==> src/rtl/hazard_scoreboard.sv <==
// Register-hazard scoreboard: per (file,reg) pending bit plus latency countdown, driving RAW/WAW stalls in DEC.
// Optional stall statistics counter is built only when HAZARD_SCOREBOARD_STATS_EN is defined.
module hazard_scoreboard #(
    parameter int  NUM_REGS  = 32,
    parameter int  NUM_FILES = 2,
    parameter int  MAX_LAT   = 7,
    localparam int RA_W      = $clog2(NUM_REGS),
    localparam int FI_W      = (NUM_FILES > 1) ? $clog2(NUM_FILES) : 1,
    localparam int LAT_W     = $clog2(MAX_LAT + 1),
    localparam int CNT_W     = $clog2(NUM_REGS * NUM_FILES + 1)
) (
    input  logic             clk,
    input  logic             rst,
    input  logic             issue_valid,
    input  logic             issue_we,
    input  logic [RA_W-1:0]  issue_rd,
    input  logic [FI_W-1:0]  issue_file,
    input  logic [LAT_W-1:0] issue_lat,
    input  logic             src1_used,
    input  logic [RA_W-1:0]  src1_addr,
    input  logic [FI_W-1:0]  src1_file,
    input  logic             src2_used,
    input  logic [RA_W-1:0]  src2_addr,
    input  logic [FI_W-1:0]  src2_file,
    input  logic             flush,
    input  logic             wb_valid,
    input  logic [RA_W-1:0]  wb_rd,
    input  logic [FI_W-1:0]  wb_file,
    output logic             stall,
    output logic             src1_ready,
    output logic             src2_ready,
    output logic [CNT_W-1:0] pending_count,
    output logic [31:0]      stall_cycles
);

    // Entries are addressed as {file, reg}; slots for files beyond NUM_FILES are never written.
    localparam int EI_W = FI_W + RA_W;
    localparam int NE   = 2 ** EI_W;

    logic             pend [NE];
    logic [LAT_W-1:0] cnt  [NE];

    logic [EI_W-1:0]  iss_idx, src1_idx, src2_idx, wb_idx;
    logic [LAT_W-1:0] lat_eff;
    logic             waw, accept, wb_clear, cnt_inc, cnt_dec;

    function automatic logic [LAT_W-1:0] clamp_lat(input logic [LAT_W-1:0] lat);
        if (lat == '0 || int'(lat) > MAX_LAT)
            return LAT_W'(MAX_LAT);
        return lat;
    endfunction

    function automatic logic [LAT_W-1:0] sat_dec(input logic [LAT_W-1:0] c);
        return (c == '0) ? c : c - LAT_W'(1);
    endfunction

    function automatic logic file_ok(input logic [FI_W-1:0] f);
        return int'(f) < NUM_FILES;
    endfunction

    function automatic logic is_zero_reg(input logic [FI_W-1:0] f, input logic [RA_W-1:0] a);
        return (f == '0) && (a == '0);
    endfunction

    assign iss_idx  = {issue_file, issue_rd};
    assign src1_idx = {src1_file, src1_addr};
    assign src2_idx = {src2_file, src2_addr};
    assign wb_idx   = {wb_file, wb_rd};
    assign lat_eff  = clamp_lat(issue_lat);

    always_comb begin
        src1_ready = !src1_used || is_zero_reg(src1_file, src1_addr) || !file_ok(src1_file)
                     || !pend[src1_idx] || (cnt[src1_idx] == '0);
        src2_ready = !src2_used || is_zero_reg(src2_file, src2_addr) || !file_ok(src2_file)
                     || !pend[src2_idx] || (cnt[src2_idx] == '0);

        // A younger write may not land before an older one to the same register.
        waw = issue_we && file_ok(issue_file) && pend[iss_idx] && (cnt[iss_idx] > lat_eff);

        stall  = issue_valid && !flush && (!src1_ready || !src2_ready || waw);
        accept = issue_valid && !stall && !flush && issue_we && file_ok(issue_file)
                 && !is_zero_reg(issue_file, issue_rd);

        // An accept to the same entry overrides the writeback clear.
        wb_clear = wb_valid && file_ok(wb_file) && pend[wb_idx] && !(accept && (wb_idx == iss_idx));

        cnt_inc = accept && !pend[iss_idx];
        cnt_dec = wb_clear;
    end

    always_ff @(posedge clk) begin
        if (rst) begin
            for (int i = 0; i < NE; i++) begin
                pend[i] <= 1'b0;
                cnt[i]  <= '0;
            end
            pending_count <= '0;
        end else begin
            for (int i = 0; i < NE; i++) begin
                if (accept && (i == int'(iss_idx))) begin
                    pend[i] <= 1'b1;
                    cnt[i]  <= lat_eff;
                end else if (wb_clear && (i == int'(wb_idx))) begin
                    pend[i] <= 1'b0;
                    cnt[i]  <= '0;
                end else if (pend[i]) begin
                    cnt[i] <= sat_dec(cnt[i]);
                end
            end
            case ({cnt_inc, cnt_dec})
                2'b10:   pending_count <= pending_count + CNT_W'(1);
                2'b01:   pending_count <= pending_count - CNT_W'(1);
                default: pending_count <= pending_count;
            endcase
        end
    end

`ifdef HAZARD_SCOREBOARD_STATS_EN
    logic [31:0] stall_cnt;

    always_ff @(posedge clk) begin
        if (rst)
            stall_cnt <= '0;
        else if (stall)
            stall_cnt <= stall_cnt + 32'd1;
    end

    assign stall_cycles = stall_cnt;
`else
    assign stall_cycles = 32'd0;
`endif

`ifndef SYNTHESIS
    lat_legal: assert property (@(posedge clk) disable iff (rst)
        (issue_valid && issue_we && !flush) |-> ((issue_lat != '0) && (int'(issue_lat) <= MAX_LAT)));
`endif

endmodule

==> config.mk <==
export PLATFORM = sky130hd
export DESIGN_NAME = hazard_scoreboard
export DESIGN_NICKNAME = d
export VERILOG_FILES = /design/src/rtl/hazard_scoreboard.sv
export SDC_FILE = /design/constraint.sdc
export NUM_CORES = 1
export LEC_CHECK = 0
export ABC_AREA = 1
export BUFFER_PORTS_ARGS = -buffer_cell sky130_fd_sc_hd__buf_2
export CELL_PAD_IN_SITES_DETAIL_PLACEMENT = 1
export CELL_PAD_IN_SITES_GLOBAL_PLACEMENT = 1
export CORE_MARGIN = 2
export CORE_UTILIZATION = 43
export CTS_BUF_LIST = sky130_fd_sc_hd__clkbuf_8
export DETAILED_ROUTE_END_ITERATION = 10
export PLACE_DENSITY_LB_ADDON = 0.1
export RECOVER_POWER = 100
export SYNTH_ARGS = -nofsm -noshare
export SYNTH_HDL_FRONTEND = slang
export SYNTH_SLANG_ARGS = --single-unit
export TNS_END_PERCENT = 30
==> constraint.sdc <==
create_clock -name clk -period 4.93 [get_ports clk]
set_clock_uncertainty 0.2 [all_clocks]
set_input_delay 0 -clock clk [delete_from_list [all_inputs] [get_ports clk]]
set_output_delay 0 -clock clk [all_outputs]
set_load 0.005 [all_outputs]
==> results.cfg <==
[clocking]
numCtsBuffers = 52
cts_sinks = 263
clk_latency_ns = 0.69
clk_pin_slew_worst_paths_ns = 0.06
root_buffer = clkbuf_8
htreeDepth = 2
cts_setup_buffers = 0
cts_buffer_depth = 3
cts_tree = yes

[final_layout]
mostFrequentLayoutCell = nand2_1
nNetsFinal = 3820
drive_above_1_share = 0.115
instances_no_fill = 4439
mostFrequentLayoutCells = nand2_1, inv_1, nor2_1, nand3_1, edfxtp_1
syn2layout_area_growth_pct = 15.8
fin_util = 0.504
n_fill_cell = 7176

[power_and_ir_drop]
peakVddDrop_uv = 240
leakagePower_nw = 12.9
power.density_nw_per_um2 = 272

[setup_path]
path_delay_family = buffers and inverters
worstPathArrival_ns = 5.01
cp_slowest_stage_delay_ns = 0.65
slowest_stage = clkbuf_2
crit_buf_inv = 8
worstPathCellList = buf_2 > inv_2 > dlygate4sd3_1 > nand2_2 > buf_12 > buf_4 > o22ai_1 > o21ai_0 > buf_4 > nand4_1 > a221oi_1 > ha_1 > nand3_1 > nand3_1 > nor2_2 > nor2_4 > nand4_1 > nand2_1 > inv_2 > clkbuf_2 > nand3_1 > o2111ai_1
critical_path.most_common_cell = nand3_1
crit_required_ns = 5.03
cp-start-kind = primary input
crit_path_end_kind = flop
crit_path_max_fanout = 21
path_class = in -> reg

[floorplanning]
start_util = 0.435
die_w_um = 240
die-area_um2 = 57600
rows = 86
num_io_pins = 77
coreArea_um2 = 55100
fp.dieH_um = 240

[timing]
slew_headroom = 0.0927
report.final.slew_viol_count = 0
fin_crit_sh = 0.995
hold_viol = 0
setup_viol = 0
min_period_ns = 4.90
fmax_mhz = 204
tightest_slew_ns = 1.36
tns_ns = 0

[detailed_routing]
wirelength_mm = 123
vias_per_cell = 6.21
drt_iter0_drc = 2940
drc = 0
vias = 27557
dr.pass1.iters = 6
wl_per_cell_um = 27.7
antenna_left = 0

[global_route]
grt_most_used_layer = met2
grt_start_max_net_pins = 81
grt_use_total = 0.422
met3_usage = 0.0890
use_met1 = 0.544
first_global_vias = 27691
antenna_found_initial = 6
overflow = 0
grt_pass1_wl_mm = 179
grtUsageMet2 = 0.650

[logic_synthesis]
synth_edf_count = 256
synthArstFlopShare = 0
ys_warn_count = 0
synth_top_flop_cell = edfxtp_1
synth_area_um2 = 24000
synth_seq_area_share = 0.327
synth-seq-cells = 263
ys_types = 49
avgSynthCellArea_um2 = 6.98
syn_inst = 3435

[placed_design]
portBuffers = 44
dp_hpwl_mm = 90.4
place_congestion = 1.02
place_inst = 4324

[hold_path]
hp-class = in -> reg

[status]
status = complete, no violations

[flow_run]
maxCapViolations = 0
==> state kept, by name, indices dropped and copies added, names as in the netlist <==
register       cells
cnt              192
pending_count      7
pend              64
==> power by group <==
part / leakage [nW] / switching [mW] / internal, mW
clock network: 0.591 / 1.14 / 1.35
registers: 2.75 / 0.154 / 2.69
logic: 9.54 / 1.51 / 0.720
==> timing repair <==
item,4_1_cts,5_1_grt
gates cloned,0,0
pin swaps,1,3
hold endpoints to repair,133,0
endpoints found under the setup margin,2,3
hold buffers,17,0
resized for setup,2,33
==> per-layer routing <==
layer / share of wire / routed length [um] / vias to the layer above
met5: 0.00037 / 45 / -
met4: 0.069 / 8510 / 6
met3: 0.10 / 12400 / 386
met2: 0.43 / 53300 / 1481
met1: 0.40 / 48700 / 13566
li1: - / - / 12118
==> tightest hold or removal path: stages <==
cell,delay [ns]
buf_2,0.17
nand2_1,0.16
nor2_1,0.18
nand3_1,0.22
nand2_1,0.08
==> final timing paths <==
path | startpoint | depth (start not counted) | end | slack, ns
worst min-delay path | wb_rd[2] | 5 | pend[28] | 0.11
worst max-delay path | issue_rd[0] | 22 | cnt[43][1] | 0.03
worst max register to register | cnt[3][0] | 17 | cnt[43][1] | 0.14
worst min register to register | pending_count[6] | 2 | pending_count[6] | 0.27
==> metrics by stage <==
step | instance area, um2 | hold slack (ns) | total power, mW | worst slack [ns]
6_report | 27700 | 0.107 | 7.56 | 0.0251
3_3_place_gp | 26600 | 0.0915 | 4.92 | -0.212
5_1_grt | 27700 | 0.138 | 7.82 | -0.00760
3_5_place_dp | 26600 | 0.110 | 5.01 | -0.269
4_1_cts | 27800 | 0.0157 | 7.49 | 0.00557
2_1_floorplan | 24100 | -0.104 | 4.08 | 0.339
==> area by class of cell <==
class                           count  area, um2  share of cell area
Antenna cell                        2       5.00            0.000180
Inverter                          489       1840              0.0665
Multi-Input combinational cell   2508      13400               0.485
Sequential cell                   263       7830               0.282
Clock buffer                       55        757              0.0273
Tap cell                          748        936              0.0337
Clock inverter                     41        328              0.0118
Timing Repair Buffer              333       2600              0.0938
==> cells in the mapped netlist (14+ instances only) <==
master | n | area (um2)
buf_4 | 41 | 308
inv_2 | 22 | 82.6
ha_1 | 137 | 1710
o21ai_1 | 21 | 105
o2111ai_1 | 29 | 254
o21ai_0 | 189 | 946
o211ai_1 | 41 | 308
inv_1 | 464 | 1740
buf_2 | 56 | 280
xor2_1 | 55 | 482
edfxtp_1 | 256 | 7690
o22ai_1 | 145 | 907
nand2_1 | 771 | 2890
nand3_1 | 283 | 1420
nand4_1 | 180 | 1130
xnor2_1 | 14 | 123
nor2_1 | 280 | 1050
a21oi_1 | 213 | 1070
buf_1 | 20 | 75.1
clkbuf_1 | 90 | 338
==> kinds of logic (layout without fill, tap and decap cells) <==
kind of cell    Yosys count  after routing  synth area share
simple gates           1578           1578             0.290
buf+inv                 696            918             0.118
compound gates          690            690             0.167
flops                   263            263             0.327
fa+ha+maj               138            138            0.0724
xor+xnor                 69             69            0.0252
other cells               1             35          0.000156
Power figures use the tool's default switching activity.
